$ cat src/rtl/relu_guard_write_back_p.sv
// ReLU / requantise / write-back stage between the psum buffer and the
// feature-map and guard buffers. Each pixel is read once, rectified, shifted
// and saturated, then emitted as zero-skipped bytes behind a guard bitmap
// (8-bit mode) or as densely packed nibbles (4-bit mode).
module relu_guard_write_back_p #(
   parameter int PSUM_WIDTH = 16,
   parameter int NUM_CH     = 6,
   parameter int ADDR_W     = 8,
   parameter int SHIFT_W    = 4
) (
   input  logic                                clk,
   input  logic                                rst,
   input  logic                                ctrl_valid,
   output logic                                ctrl_ready,
   output logic                                ctrl_finish,
   input  logic [7:0]                          w_num_i,
   input  logic [7:0]                          h_num_i,
   input  logic                                bit_mode_i,
   input  logic [SHIFT_W-1:0]                  shift_i,
   input  logic [NUM_CH-1:0][PSUM_WIDTH-1:0]   data_i,
   output logic                                rd_en,
   output logic [ADDR_W-1:0]                   addr_o,
   output logic [7:0]                          data_o,
   output logic                                data_o_valid,
   input  logic                                data_o_ready,
   output logic [NUM_CH-1:0]                   guard_o,
   output logic                                guard_o_valid,
   input  logic                                guard_o_ready
);
   // state | meaning
   // IDLE  | waiting for a layer command, ctrl_ready high
   // FETCH | read strobe for the current pixel address
   // LOAD  | psum word arrives, rectified/requantised values registered
   // GUARD | nonzero bitmap offered on the guard stream (8-bit mode)
   // EMIT  | activation bytes offered on the data stream
   // DONE  | one-cycle ctrl_finish pulse

   localparam int NUM_BYTES = (NUM_CH + 1) / 2;

   typedef enum logic [2:0] {
      S_IDLE, S_FETCH, S_LOAD, S_GUARD, S_EMIT, S_DONE
   } state_t;

   state_t state, state_nxt;

   logic                          mode_q;
   logic [SHIFT_W-1:0]            shift_q;
   logic [15:0]                   pix_cnt;
   logic [ADDR_W-1:0]             pix_idx;
   logic [NUM_CH-1:0][7:0]        q;
   logic [NUM_CH-1:0]             g;
   logic [NUM_CH-1:0]             rem;
   logic [3:0]                    byte_k;

   logic [15:0]                   tile_px;
   logic [NUM_CH-1:0][PSUM_WIDTH-1:0] psum_pos;
   logic [NUM_CH-1:0][PSUM_WIDTH-1:0] psum_sh;
   logic [NUM_CH-1:0][7:0]        q_load;
   logic [NUM_CH-1:0]             g_load;
   logic [7:0]                    byte_8;
   logic [7:0]                    byte_4;
   logic [NUM_CH-1:0]             top;
   logic                          pix_end;

   assign tile_px = {8'd0, w_num_i} * {8'd0, h_num_i};
   assign addr_o  = pix_idx;

   // ReLU, logical right shift and mode-dependent saturation per channel
   always_comb begin
      psum_pos = '0;
      psum_sh  = '0;
      q_load   = '0;
      g_load   = '0;
      for (int c = 0; c < NUM_CH; c++) begin
         psum_pos[c] = data_i[c][PSUM_WIDTH-1] ? '0 : data_i[c];
         psum_sh[c]  = psum_pos[c] >> shift_q;
         if (mode_q)
            q_load[c] = (psum_sh[c] > PSUM_WIDTH'(15)) ? 8'd15 : {4'd0, psum_sh[c][3:0]};
         else
            q_load[c] = (psum_sh[c] > PSUM_WIDTH'(255)) ? 8'hFF : psum_sh[c][7:0];
         g_load[c] = (q_load[c] != 8'd0);
      end
   end

   // Byte selection: highest pending channel (8-bit) or nibble pair k (4-bit)
   always_comb begin
      byte_8 = '0;
      byte_4 = '0;
      top    = '0;
      for (int c = 0; c < NUM_CH; c++) begin
         if (rem[c]) begin
            byte_8 = q[c];
            top    = '0;
            top[c] = 1'b1;
         end
         if (c == NUM_CH - 1 - 2 * int'(byte_k)) byte_4[7:4] = q[c][3:0];
         if (c == NUM_CH - 2 - 2 * int'(byte_k)) byte_4[3:0] = q[c][3:0];
      end
   end

   // State register
   always_ff @(posedge clk) begin
      if (rst) state <= S_IDLE;
      else     state <= state_nxt;
   end

   // Next-state and state-decoded outputs
   always_comb begin
      state_nxt     = state;
      ctrl_ready    = 1'b0;
      ctrl_finish   = 1'b0;
      rd_en         = 1'b0;
      data_o        = '0;
      data_o_valid  = 1'b0;
      guard_o       = '0;
      guard_o_valid = 1'b0;
      pix_end       = 1'b0;
      case (state)
         S_IDLE: begin
            ctrl_ready = 1'b1;
            if (ctrl_valid) state_nxt = (tile_px == 16'd0) ? S_DONE : S_FETCH;
         end
         S_FETCH: begin
            rd_en     = 1'b1;
            state_nxt = S_LOAD;
         end
         S_LOAD: state_nxt = mode_q ? S_EMIT : S_GUARD;
         S_GUARD: begin
            guard_o_valid = 1'b1;
            guard_o       = g;
            if (guard_o_ready) begin
               if (g != '0) state_nxt = S_EMIT;
               else         pix_end   = 1'b1;
            end
         end
         S_EMIT: begin
            data_o_valid = 1'b1;
            data_o       = mode_q ? byte_4 : byte_8;
            if (data_o_ready) begin
               if (mode_q) pix_end = (byte_k == 4'(NUM_BYTES - 1));
               else        pix_end = ((rem & ~top) == '0);
            end
         end
         S_DONE: begin
            ctrl_finish = 1'b1;
            state_nxt   = S_IDLE;
         end
         default: state_nxt = S_IDLE;
      endcase
      if (pix_end) state_nxt = (pix_cnt == 16'd1) ? S_DONE : S_FETCH;
   end

   // Command latch, pixel bookkeeping and per-pixel activation registers
   always_ff @(posedge clk) begin
      if (rst) begin
         mode_q  <= 1'b0;
         shift_q <= '0;
         pix_cnt <= '0;
         pix_idx <= '0;
         q       <= '0;
         g       <= '0;
         rem     <= '0;
         byte_k  <= '0;
      end else begin
         case (state)
            S_IDLE: begin
               if (ctrl_valid) begin
                  mode_q  <= bit_mode_i;
                  shift_q <= shift_i;
                  pix_cnt <= tile_px;
                  pix_idx <= '0;
               end
            end
            S_LOAD: begin
               q      <= q_load;
               g      <= g_load;
               rem    <= g_load;
               byte_k <= '0;
            end
            S_EMIT: begin
               if (data_o_ready) begin
                  rem    <= rem & ~top;
                  byte_k <= byte_k + 4'd1;
               end
            end
            default: ;
         endcase
         if (pix_end) begin
            pix_cnt <= pix_cnt - 16'd1;
            pix_idx <= pix_idx + ADDR_W'(1);
         end
      end
   end
endmodule

$ cat config.mk
export PLATFORM = sky130hd
export DESIGN_NAME = relu_guard_write_back_p
export DESIGN_NICKNAME = d
export VERILOG_FILES = /design/src/rtl/relu_guard_write_back_p.sv
export SDC_FILE = /design/constraint.sdc
export NUM_CORES = 1
export LEC_CHECK = 0
export ABC_CLOCK_PERIOD_IN_PS = 9900
export CAP_MARGIN = 10
export CORE_AREA = 2 2 169 171
export CTS_CLUSTER_DIAMETER = 120
export DETAILED_ROUTE_END_ITERATION = 12
export DIE_AREA = 0 0 171 173
export GPL_ROUTABILITY_DRIVEN = 1
export HOLD_SLACK_MARGIN = 0.15
export PLACE_DENSITY_LB_ADDON = 0.08
export SLEW_MARGIN = 20
export SYNTH_ARGS = -nofsm -noshare
export SYNTH_HDL_FRONTEND = slang
export SYNTH_SLANG_ARGS = --single-unit
$ cat constraint.sdc
create_clock -name clk -period 9.9 [get_ports clk]
set_clock_uncertainty 0.15 [all_clocks]
set_input_delay 0.99 -clock clk [delete_from_list [all_inputs] [get_ports clk]]
set_output_delay 0.99 -clock clk [all_outputs]
set_load 0.03 [all_outputs]
==> impl_metrics.tcl <==
set metrics [dict create \
    fmax_mhz 179.5 \
    min_to "q[30]" \
    crit_type "input pin to flip-flop" \
    busiest_layer "met1" \
    grt_use_met2_pct 38.37 \
    finalCritPeriodShare_pct 56.27 \
    timing.setup.tns_ns 0 \
    synth_top_area_cell "dfxtp_1" \
    start_kind "input pin" \
    fillCellCount 2787 \
    die_w_um 171 \
    avgViaCountPerCell 6.261 \
    drt_iter0_drc 1361 \
    worst_slew_pin_slew_ns 1.052 \
    cp_cell_sequence "clkdlybuf4s50_1, nand2_1, fa_1, fa_1, inv_1, fa_1, inv_1, fa_1, inv_1, ha_1, o21ai_0, a21o_1, a211oi_1, o41ai_1, a211o_1, a2bb2oi_1, a21oi_1" \
    layout-drive-gt1-share_pct 7.891 \
    post-route-util_pct 50.65 \
    vias 12522 \
    antenna_cells 0 \
    ctsResizeCount 0 \
    post_cts_buffers 0 \
    port_buffers 148 \
    met1_usage_pct 43.18 \
    final_antenna_net_count 0 \
    synth_seq_cells 96 \
    cp_max_fo 8 \
    ios 149 \
    crit_top_cell "fa_1" \
    grt_first_pass_wirelength_um 64520 \
    fp.dieH_um 173 \
    synth_area_sq_um 12290 \
    antenna_found_initial 0 \
    final_cells 2000 \
    hold_path.class "flip-flop to flip-flop" \
    coreArea_sq_um 27630 \
    max_slew_margin_pct 29.78 \
    htreeDepth 3 \
    grtUsageTotal_pct 27.03 \
    drv_cap 0 \
    grt_pass1_vias 11470 \
    die-area_sq_um 29580 \
    finalWirelength_um 40840 \
    post_drt_wl_per_cell_um 20.42 \
    met3_usage_pct 3.525 \
    hp-start "q[30]" \
    syn_area_per_cell_sq_um 7.838 \
    place_inst 1984 \
    grt_overflow 0 \
    rrSetupSlack_ns 4.99 \
    dr.pass1.iters 5 \
    ir_drop_uv 83.10 \
    setup_violations 0 \
    fin_nets 1819 \
    gp_congestion 0.9058 \
    syn_to_final_growth_pct 13.88 \
    clk_path_buf_depth 2 \
    synthTopCellsByArea "dfxtp_1 (16%), mux4_2 (7.3%), fa_1 (5.9%)" \
    clk_pin_slew_ns 0.07 \
    critical_path.top_delay_family "adder cells" \
    holdPathStages 2 \
    slowest_stage "clkdlybuf4s50_1" \
    synth_flop_cell "dfxtp_1" \
    reg2regPathDepth 9 \
    dp_hpwl_um 30430 \
    leakagePower_nw 5.120 \
    synth_edf_count 0 \
    synth_top_area_share_pct 15.64 \
    clkLatencyLatePin_ns 0.35 \
    r2r_end "rem[5]" \
    start_util_pct 44.48 \
    cts_made_buffers 9 \
    drv_slew 0 \
    synthDistinctLibCells 95 \
    p_per_area_nw_per_um2 151.9 \
    r2r-start "shift_q[0]" \
    drcViolationCount 0 \
    grt_max_degree 72 \
    async_reset_ff_share_pct 0 \
    cts_sinks 96 \
    worst_ep_arrival_time_ns 5.70 \
    core.rowCount 61 \
    cp-end-kind "flip-flop" \
    status "complete, no violations" \
    cpPeakStageDelay_ns 0.61 \
    worstPathRequired_ns 10.03 \
    cts_tree "built" \
    rsz0062_at_grt "no" \
    synth_seq_area_share_pct 15.64 \
    root_buffer "clkbuf_16" \
    hold_buffers 0 \
    synth_cells 1568 \
    crit_buf_inv 4 \
    final_hold_viol_count 0 \
    synth_nets 1770 \
    yosys_warnings 0 \
    finalCriticalPeriod_ns 5.571 \
]
cells by family after synthesis:
kind of cell    count (synthesis)  share of synthesized area, %
simple gates                  581                         24.29
compound gates                462                         24.57
buf+inv                       201                         7.809
mux                           139                         16.71
flops                          96                         15.64
fa+ha+maj                      80                         10.34
xor+xnor                        9                        0.6414
power breakdown:
group | switching [mW] | internal [mW] | leakage (nW) | total (mW)
Clock | 0.160 | 0.197 | 0.139 | 0.357
Sequential | 0.106 | 0.450 | 0.786 | 0.557
Combinational | 0.716 | 0.497 | 4.19 | 1.21
Total | 0.982 | 1.14 | 5.12 | 2.13
placed cells by master (no fill, tap or decap), types with 40 or more instances in the layout:
| cell type | synthesis | layout |
|---|---|---|
| mux4_2 | 40 | 40 |
| nor3_1 | 79 | 79 |
| and2_1 | 62 | 62 |
| inv_1 | 73 | 73 |
| ha_1 | 44 | 44 |
| nand2_1 | 162 | 162 |
| clkdlybuf4s50_1 | 0 | 148 |
| o21ai_0 | 115 | 115 |
| dfxtp_1 | 96 | 92 |
| a21oi_1 | 124 | 124 |
| mux2i_1 | 65 | 65 |
| nor2_1 | 104 | 104 |
Yosys cell counts, drive strengths merged, types with 7 or more instances:
cell type	instances
ha	44
a21o	9
nor3b	8
o22ai	14
a21oi	125
mux2i	65
buf	60
or4	8
a211oi	19
nand2	162
mux4	48
nor3	81
a311oi	11
o31ai	11
nor2	104
a22o	17
nor2b	17
and3	15
dfxtp	96
nor4	15
nand3b	16
mux2	26
o221ai	9
inv	74
nand3	25
a31oi	25
o21ai	118
nand2b	19
o211ai	8
a221oi	8
clkbuf	65
a22oi	7
and2	62
fa	36
or3	17
or2	8
sequential cells by signal, summed over array words and instances, names as in the netlist:
name / flops
addr_o: 8
byte_k: 4
g: 6
mode_q: 1
pix_cnt: 16
q: 48
rem: 6
shift_q: 4
state: 3
area by class of cell:
type	instances	area (sq um)	area share, %
clock buffer	10	229.0	1.636
inverter	76	285.3	2.038
sequential	96	1934	13.82
timing repair buffer	163	1594	11.39
multi-input combinational	1271	9410	67.24
tap	378	473.0	3.380
clock inverter	6	68.82	0.4917
how the worst max path moves through the flow:
| stage | start | end | cells past startpoint |
|---|---|---|---|
| after global routing | h_num_i[6] | state[2] | 17 |
| after global placement | h_num_i[7] | state[2] | 17 |
| final | h_num_i[7] | pix_cnt[15] | 17 |
| after detailed placement | h_num_i[7] | pix_cnt[15] | 17 |
| after floorplan | w_num_i[1] | state[2] | 16 |
| after CTS | h_num_i[7] | pix_cnt[15] | 17 |
layer usage:
metal | vias to the layer above | wire length (um)
met2 | 551 | 17020
met4 | 0 | 501
met3 | 42 | 3063
met5 | - | 0
met1 | 6001 | 20260
li1 | 5928 | -
worst reg2reg max path, delay by kind of cell, from the launching register on:
family	cells	cell delay (ns)
flip-flops	1	0.87
AND/OR/NAND/NOR	3	1.09
multiplexers	1	0.67
AO/OA/AOI/OAI	3	0.68
buffers and inverters	2	1.31
metrics by stage:
stage	setup slack, ns	instance area (sq um)	hold WS [ns]	total power [mW]
5_1_grt	3.976	13990	0.3241	2.277
4_1_cts	4.322	13990	0.3004	2.109
3_3_place_gp	4.077	13700	0.2811	1.741
2_1_floorplan	4.814	12290	0.2654	1.418
3_5_place_dp	3.952	13700	0.2909	1.750
6_report	4.329	13990	0.3024	2.126
No activity file was read; power rests on OpenSTA's default activity.
